==> src/rtl/spi_resp_pkg.sv <==
// Shared sizing helpers for the SPI response snapshot FIFO.
// The optional SPI_RESP_PARITY_EN build widens each entry by one parity bit per device.
package spi_resp_pkg;

  localparam int SEQ_W  = 8;
  localparam int DROP_W = 16;

  function automatic int ceil_div(input int a, input int b);
    return (a + b - 1) / b;
  endfunction

  function automatic int std_regs(input int std_w, input int w);
    return ceil_div(std_w, w);
  endfunction

  function automatic int dev_regs(input int dev_w, input int w);
    return ceil_div(dev_w, w);
  endfunction

  // Entry layout, LSB first: std frame, chain frames, sequence tag, [parity flags].
  function automatic int entry_width(input int std_w, input int n_dev, input int dev_w);
`ifdef SPI_RESP_PARITY_EN
    return std_w + n_dev * dev_w + SEQ_W + n_dev;
`else
    return std_w + n_dev * dev_w + SEQ_W;
`endif
  endfunction

endpackage

==> src/rtl/spi_resp_word_unpack.sv <==
// Zero-extends a packed frame field up to a whole number of W-bit register words.
module spi_resp_word_unpack
  import spi_resp_pkg::*;
#(
  parameter int W       = 32,
  parameter int FIELD_W = 60,
  localparam int REGS   = ceil_div(FIELD_W, W)
) (
  input  logic [FIELD_W-1:0] field_i,
  output logic [REGS*W-1:0]  words_o
);

  generate
    if (REGS * W > FIELD_W) begin : g_pad
      assign words_o = {{(REGS * W - FIELD_W){1'b0}}, field_i};
    end else begin : g_exact
      assign words_o = field_i;
    end
  endgenerate

endmodule

==> src/rtl/spi_resp_snapshot_fifo.sv <==
// Snapshot FIFO for completed SPI responses with registered first-word-fall-through head.
// Define SPI_RESP_PARITY_EN to add per-device odd-parity error flags (chain_par_err).
module spi_resp_snapshot_fifo
  import spi_resp_pkg::*;
#(
  parameter int W            = 32,
  parameter int STD_W        = 60,
  parameter int N_DEV        = 4,
  parameter int DEV_W        = 48,
  parameter int DEPTH        = 4,
  parameter int OVF_DROP_OLD = 0,
  localparam int STD_REGS    = std_regs(STD_W, W),
  localparam int DEV_REGS    = dev_regs(DEV_W, W),
  localparam int LVL_W       = $clog2(DEPTH + 1)
) (
  input  logic                       aclk,
  input  logic                       a_rst,
  input  logic                       resp_valid,
  input  logic [STD_W-1:0]           std_rx,
  input  logic [N_DEV*DEV_W-1:0]     chain_rx,
  input  logic                       pop,
  input  logic                       ovf_clr,
  output logic                       head_valid,
  output logic [STD_REGS*W-1:0]      std_ro_data,
  output logic [N_DEV*DEV_REGS*W-1:0] chain_ro_data,
  output logic [SEQ_W-1:0]           head_seq,
  output logic [LVL_W-1:0]           level,
`ifdef SPI_RESP_PARITY_EN
  output logic [N_DEV-1:0]           chain_par_err,
`endif
  output logic                       ovf_sticky,
  output logic [DROP_W-1:0]          drop_cnt
);

  localparam int AW      = $clog2(DEPTH);
  localparam int CHAIN_W = N_DEV * DEV_W;
  localparam int ENT_W   = entry_width(STD_W, N_DEV, DEV_W);
  localparam int SEQ_LSB = STD_W + CHAIN_W;

  logic [ENT_W-1:0]  mem_q [DEPTH];
  logic [AW-1:0]     wr_ptr_q, wr_ptr_d, rd_ptr_q, rd_ptr_d;
  logic [LVL_W-1:0]  count_q, count_d;
  logic [SEQ_W-1:0]  seq_q;
  logic [ENT_W-1:0]  head_q, head_d, new_entry;
  logic              head_valid_q, sticky_q;
  logic [DROP_W-1:0] drop_q;
  logic              full, do_pop, overflow, do_write;

`ifdef SPI_RESP_PARITY_EN
  logic [N_DEV-1:0] par_err;

  always_comb begin
    par_err = '0;
    for (int i = 0; i < N_DEV; i++) begin
      par_err[i] = ~^chain_rx[i*DEV_W +: DEV_W];
    end
  end

  assign new_entry = {par_err, seq_q, chain_rx, std_rx};
`else
  assign new_entry = {seq_q, chain_rx, std_rx};
`endif

  // When full without a pop, the drop-old policy still writes: the slot under
  // the write pointer is the oldest one, so the read pointer steps past it.
  always_comb begin
    full     = (count_q == LVL_W'(DEPTH));
    do_pop   = pop && (count_q != '0);
    overflow = resp_valid && full && !do_pop;
    do_write = resp_valid && (!overflow || (OVF_DROP_OLD != 0));

    wr_ptr_d = wr_ptr_q;
    rd_ptr_d = rd_ptr_q;
    count_d  = count_q;
    if (do_write) wr_ptr_d = wr_ptr_q + 1'b1;
    if (do_pop || (overflow && (OVF_DROP_OLD != 0))) rd_ptr_d = rd_ptr_q + 1'b1;
    if (resp_valid && !full && !do_pop) count_d = count_q + 1'b1;
    else if (do_pop && !resp_valid) count_d = count_q - 1'b1;

    head_d = head_q;
    if (count_d != '0) begin
      head_d = (do_write && (wr_ptr_q == rd_ptr_d)) ? new_entry : mem_q[rd_ptr_d];
    end
  end

  always_ff @(posedge aclk) begin
    if (!a_rst && do_write) mem_q[wr_ptr_q] <= new_entry;
  end

  always_ff @(posedge aclk) begin
    if (a_rst) begin
      wr_ptr_q     <= '0;
      rd_ptr_q     <= '0;
      count_q      <= '0;
      seq_q        <= '0;
      head_q       <= '0;
      head_valid_q <= 1'b0;
      sticky_q     <= 1'b0;
      drop_q       <= '0;
    end else begin
      wr_ptr_q     <= wr_ptr_d;
      rd_ptr_q     <= rd_ptr_d;
      count_q      <= count_d;
      seq_q        <= seq_q + SEQ_W'(resp_valid);
      head_q       <= head_d;
      head_valid_q <= (count_d != '0);
      // A clear coinciding with an overflow leaves exactly that one loss counted.
      if (overflow) begin
        sticky_q <= 1'b1;
        if (ovf_clr) drop_q <= DROP_W'(1);
        else if (drop_q != {DROP_W{1'b1}}) drop_q <= drop_q + 1'b1;
      end else if (ovf_clr) begin
        sticky_q <= 1'b0;
        drop_q   <= '0;
      end
    end
  end

  spi_resp_word_unpack #(.W(W), .FIELD_W(STD_W)) u_std_unpack (
    .field_i (head_q[STD_W-1:0]),
    .words_o (std_ro_data)
  );

  generate
    for (genvar i = 0; i < N_DEV; i++) begin : g_dev
      spi_resp_word_unpack #(.W(W), .FIELD_W(DEV_W)) u_dev_unpack (
        .field_i (head_q[STD_W + i*DEV_W +: DEV_W]),
        .words_o (chain_ro_data[i*DEV_REGS*W +: DEV_REGS*W])
      );
    end
  endgenerate

  assign head_valid = head_valid_q;
  assign head_seq   = head_q[SEQ_LSB +: SEQ_W];
  assign level      = count_q;
  assign ovf_sticky = sticky_q;
  assign drop_cnt   = drop_q;
`ifdef SPI_RESP_PARITY_EN
  assign chain_par_err = head_q[ENT_W-1 -: N_DEV];
`endif

endmodule

==> config.mk <==
export PLATFORM = sky130hd
export DESIGN_NAME = spi_resp_snapshot_fifo
export DESIGN_NICKNAME = d
export VERILOG_FILES = /design/src/rtl/spi_resp_pkg.sv /design/src/rtl/spi_resp_word_unpack.sv /design/src/rtl/spi_resp_snapshot_fifo.sv
export SDC_FILE = /design/constraint.sdc
export NUM_CORES = 2
export LEC_CHECK = 0
export CORE_UTILIZATION = 50
export DETAILED_ROUTE_END_ITERATION = 16
export PLACE_DENSITY = 0.74
export SKIP_CTS_REPAIR_TIMING = 1
export SLEW_MARGIN = 20
export SYNTH_ARGS = -nofsm -noshare
export SYNTH_HDL_FRONTEND = slang
export SYNTH_SLANG_ARGS = --single-unit
export TNS_END_PERCENT = 20
==> constraint.sdc <==
create_clock -name aclk -period 8.8 [get_ports aclk]
set_clock_uncertainty 0.15 [all_clocks]
set_input_delay 1.32 -clock aclk [delete_from_list [all_inputs] [get_ports aclk]]
set_output_delay 1.32 -clock aclk [all_outputs]
set_load 0.02 [all_outputs]
; ---- Yosys cells after proc, flatten, opt, wreduce, memory -nomap -nowiden
; Memory sizes are Yosys's and may differ from the RTL's. A register that Yosys moved wholly into a read port is not among the register bits.
; Cells that the tools add are included.
[word_totals]
ff_bits = 33
ramBits = 1040
wordCells = 45
n_memories = 1
[op_classes]
add_sub_neg = 6
n_reduce_logical = 18
muxes = 11
eq_ne = 2
[mem_list]
columns = memory, depth, word_bits, read_ports, rd_ports_with_merged_regs, wr, line
row1 = mem_q, 4, 260, 1, 1, 1, spi_resp_snapshot_fifo.sv:40  ; logic [ENT_W-1:0] mem_q [DEPTH];
[op_table]
columns = op, count
row1 = $mux 16, 4
row2 = $add 16x1->16 const B, 1
row3 = $ne 16x16->1 const B, 1
row4 = $add 8x1->8, 1
row5 = $logic_and 1x1->1, 8
row6 = $mux 3, 2
row7 = $reduce_bool 3->1, 2
row8 = $logic_not 1->1, 5
row9 = $add 2x1->2 const B, 2
row10 = $mux 1, 4
row11 = $reduce_bool 2->1, 2
row12 = $add 3x1->3 const B, 1
row13 = $eq 3x3->1 const B, 1
row14 = $sub 3x1->3 const B, 1
row15 = $mux 2, 1
row16 = $reduce_and 2->1, 1

; ---- Depth between registers and ports, before layout
[logic_depth]
word_depth = 9
mapped_depth = 12

; ---- Hierarchy
; Synthesis repeated with hierarchy kept, for this count alone.
[hier_totals]
cells_unflattened = 5159
hier_area_um2 = 62060.8
[by_module_without_submodules]
columns = mod, area_per_inst_um2, seq_area_each_um2, n_inst, cells_per_inst
row1 = spi_resp_snapshot_fifo, 59639.7, 37095.6, 1, 4834
row2 = spi_resp_word_unpack, 484.2, 0.0, 5, 65

; ---- Least setup slack after synthesis
; No wires, ideal clock.
[synth_path]
path_kind = input to register
start = input port a_rst
end = memory mem_q[0][0] in the netlist's numbering, enable pin
arrival_time_ps = 7811
path_slack_ps = 183
required_ps = 7995
path_stages = 4
setup_ps = 655
cell_sequence = clkbuf_1 > clkbuf_1 > nor2_1 > and2_1
[synth_via]
elab_chain_len = 4
[synth_rtl]
columns = item, line
row1 = start: declaration, spi_resp_snapshot_fifo.sv:17  ; input logic a_rst,
row2 = $logic_not 1->1, spi_resp_snapshot_fifo.sv:87  ; if (!a_rst && do_write) mem_q[wr_ptr_q] <= new_entry;
row3 = $logic_and 1x1->1, spi_resp_snapshot_fifo.sv:87
row4 = $mux 1, spi_resp_snapshot_fifo.sv:87
row5 = $mux 1 (implied by the code), spi_resp_snapshot_fifo.sv:87
row6 = end: declaration, spi_resp_snapshot_fifo.sv:40
; No other way between the ends.

; ---- Final worst setup path
[layout_path]
start = input port pop
end = register head_q[59] (read register of mem_q)
[layout_via]
elab_chain_len = 5
elab_cells_between_ends = 8
classes_between = mux (3) / reduce/logical (5)
[layout_rtl]
columns = item, line
row1 = start: declaration, spi_resp_snapshot_fifo.sv:21  ; input logic pop,
row2 = $logic_and 1x1->1 (*), spi_resp_snapshot_fifo.sv:68  ; do_pop = pop && (count_q != '0);
row3 = $logic_and 1x1->1 or $logic_not 1->1 (tied branches), "spi_resp_snapshot_fifo.sv:78, spi_resp_snapshot_fifo.sv:77"
row4 = $mux 3 or $logic_and 1x1->1 (tied branches), "spi_resp_snapshot_fifo.sv:78, spi_resp_snapshot_fifo.sv:77"
row5 = $mux 3, spi_resp_snapshot_fifo.sv:77  ; if (resp_valid && !full && !do_pop) count_d = count_q + 1'b1;
row6 = $reduce_bool 3->1, spi_resp_snapshot_fifo.sv:81  ; if (count_d != '0) begin
row7 = end: declaration, spi_resp_snapshot_fifo.sv:44  ; logic [ENT_W-1:0] head_q, head_d, new_entry;
; Every way passes the cells marked *; elsewhere a longest branch is shown, timed or not.
; A chain may end at the register's enable or synchronous reset.

==> impl_metrics.env <==
export IMPL_core_area_um2=118600
export IMPL_nets=5418
export IMPL_min_path_type="flop to flop"
export IMPL_r2r_slack_ns=4.05
export IMPL_dpl_cell_area_um2=65990
export IMPL_die_w_um=348.7
export IMPL_worstHoldStart="head_q[146]"
export IMPL_ys_seq_area_frac=0.6173
export IMPL_clock_sinks=1333
export IMPL_max_freq_mhz=201.3
export IMPL_wl_um=156200
export IMPL_drt_iter0_markers=3650
export IMPL_first_pass_iters=6
export IMPL_hpwl_um=81860
export IMPL_placed_cells=6608
export IMPL_track_usage=0.2483
export IMPL_status="completed"
export IMPL_critPathSlowestCell="clkdlybuf4s50_1"
export IMPL_drt_vias_per_instance=6.170
export IMPL_period_minus_slack_ns=4.967
export IMPL_synthCells=4895
export IMPL_grt_max_degree=223
export IMPL_tightest_slew_ns=1.341
export IMPL_async_reset_ff_frac=0
export IMPL_globalRouteOverflowTotal=0
export IMPL_rsz0062_at_grt="false"
export IMPL_vdd_drop_max_v=0.0004023
export IMPL_hold_depth=2
export IMPL_endpoint_kind="flop"
export IMPL_drive_gt1_frac=0.1006
export IMPL_holdWs_ns=0.3445
export IMPL_stdcell_count=6892
export IMPL_path_clk_slew_ns=0.06
export IMPL_clk_latency_ns=0.74
export IMPL_finalInstanceArea_um2=70800
export IMPL_critPathLaunchType="primary input"
export IMPL_start_util=0.5069
export IMPL_worstHoldEndpoint="head_q[146]"
export IMPL_criticalPathCategory="primary input to flop"
export IMPL_report_final_slew_viol_count=0
export IMPL_synth_avg_cell_area_um2=12.28
export IMPL_synth_edff_count=1040
export IMPL_antenna_found_initial=34
export IMPL_cp_common_cell="buf_12"
export IMPL_place_congestion=0.7766
export IMPL_synth_seq_cells=1333
export IMPL_vias=42524
export IMPL_cp_slowest_stage_delay_ns=0.80
export IMPL_yosysUniqueCellTypes=44
export IMPL_clock_tree_buffer_depth=3
export IMPL_wl_per_cell_um=22.66
export IMPL_grt_pass1_vias=41413
export IMPL_drc=0
export IMPL_rows=126
export IMPL_r2r_start="rd_ptr_q[0]"
export IMPL_ios=606
export IMPL_maxCapViolCount=0
export IMPL_critPathArrivalTime_ns=5.46
export IMPL_fin_tns_setup_ns=0
export IMPL_die_h_um=348.7
export IMPL_ys_flop_type="edfxtp_1"
export IMPL_cts_tree="done"
export IMPL_cp_required_ns=9.29
export IMPL_area_growth_pct=17.81
export IMPL_root_buffer="clkbuf_16"
export IMPL_total_power_mw=23.46
export IMPL_ant_nets=0
export IMPL_netlist_area_um2=60090
export IMPL_grt_pass1_wl_um=237700
export IMPL_timing_rr_end="head_q[52]"
export IMPL_die_area_um2=121600
export IMPL_port_buffers=537
export IMPL_finalHoldViolCount=0
export IMPL_ys_warn_count=0
export IMPL_relSlewSlack=0.1062
export IMPL_numCtsBuffers=141
export IMPL_crit_fanout=157
export IMPL_power_density_nw_per_um2=331.4
export IMPL_period_share=0.5644
export IMPL_path_cells="clkdlybuf4s50_1 > nand2_8 > or4_1 > a311oi_4 > buf_12 > buf_12 > nand2_1 > a311oi_1"
export IMPL_setup_viol=0
export IMPL_htree_levels=4
export IMPL_p_leak_nw=23.27
export IMPL_r2r_cells=8
-- final cells by class --
cell class	count	area, µm²
clock buffer	205	4014
multi-input combinational	3081	20850
tap	1600	2002
timing repair buffer	583	5988
inverter	11	48.80
sequential	1333	37100
clock inverter	58	735.7
antenna	21	52.55
fill	9143	47760
-- registers in the layout (all words and copies together), names as in the netlist --
register	count
level	3
head_valid	1
ovf_sticky	1
seq_q	8
head_q	260
wr_ptr_q	2
drop_cnt	16
mem_q	1040
rd_ptr_q	2
-- per-layer routing --
layer | track usage | wire (µm) | vias up
li1 | - | - | 19408
met1 | 0.3156 | 63160 | 21118
met2 | 0.4047 | 74910 | 1666
met3 | 0.06440 | 13610 | 300
met4 | 0.09918 | 4270 | 32
met5 | 0 | 225 | -
-- synthesized netlist by cell type (9+ instances only) --
cell type / number / area, µm²
buf_4: 95 / 713.2
edfxtp_1: 1040 / 31230
dfxtp_1: 293 / 5866
inv_1: 11 / 41.29
xor2_1: 13 / 113.9
buf_1: 17 / 63.81
a221o_1: 260 / 2603
ha_1: 10 / 125.1
a311oi_1: 520 / 4554
and3_1: 265 / 1658
a21oi_1: 267 / 1336
nand3_1: 9 / 45.04
buf_2: 28 / 140.1
mux2_2: 261 / 2939
mux2i_1: 264 / 2643
clkbuf_1: 397 / 1490
nor2b_1: 10 / 62.56
nand2_1: 527 / 1978
nor2_1: 548 / 2057
-- how the worst max path moves through the flow --
stage	start	end	slack, ns	cells after the start
after floorplan	a_rst	mem_q[0][0]	0.18	4
after global placement	pop	head_q[41]	3.15	8
after detailed placement	pop	head_q[20]	2.97	8
after CTS	pop	head_q[40]	3.77	8
after global routing	pop	head_q[25]	3.66	8
final	pop	head_q[59]	3.83	8
-- layout by cell type, fill, tap and decap left out, drive strengths merged, types with 2 or more instances in the layout --
cell	n
a21oi	267
a221o	260
a311oi	521
a31o	2
a31oi	3
and2	6
and3	265
and4	2
and4b	2
buf	47
bufinv	13
clkbuf	205
clkdlybuf4s50	536
clkinv	36
clkinvlp	2
conb	68
dfxtp	293
diode	21
edfxtp	1040
ha	10
inv	18
mux2	261
mux2i	264
nand2	527
nand3	9
nand4	6
nor2	548
nor2b	10
nor3	3
o211ai	5
o21ai	6
or2	2
or3	2
or4	2
xnor2	7
xor2	13
-- critical path: cells and delay by family --
kind / cells / cell delay, ns
buffers and inverters: 3 / 1.69
AND/OR/NAND/NOR: 3 / 1.32
AO/OA/AOI/OAI: 2 / 0.78
-- logic make-up after synthesis --
group,count (synthesis),share of synthesized area
AO/OA/AOI/OAI,1070,0.1442
AND/OR/NAND/NOR,1388,0.09986
adder cells (fa/ha/maj),10,0.002082
flip-flops,1333,0.6173
buffers and inverters,548,0.04075
XOR/XNOR,20,0.002915
other,1,0.00006240
multiplexers,525,0.09288
-- metrics by stage --
stage / worst slack (ns) / util
2_1_floorplan: 0.1833 / -
3_5_place_dp: 2.966 / 0.5566
4_1_cts: 3.769 / 0.5967
6_report: 3.833 / 0.5972
5_1_grt: 3.663 / 0.5971
3_3_place_gp: 3.152 / 0.5566
-- power breakdown --
part           leakage (nW)  total, mW  switching, mW  internal, mW
Clock                  2.31       6.03           2.45          3.58
Combinational          9.09       9.51           5.73          3.78
Sequential             11.9       7.93          0.400          7.52
Total                  23.3       23.5           8.58          14.9
Power figures use the tool's default switching activity.
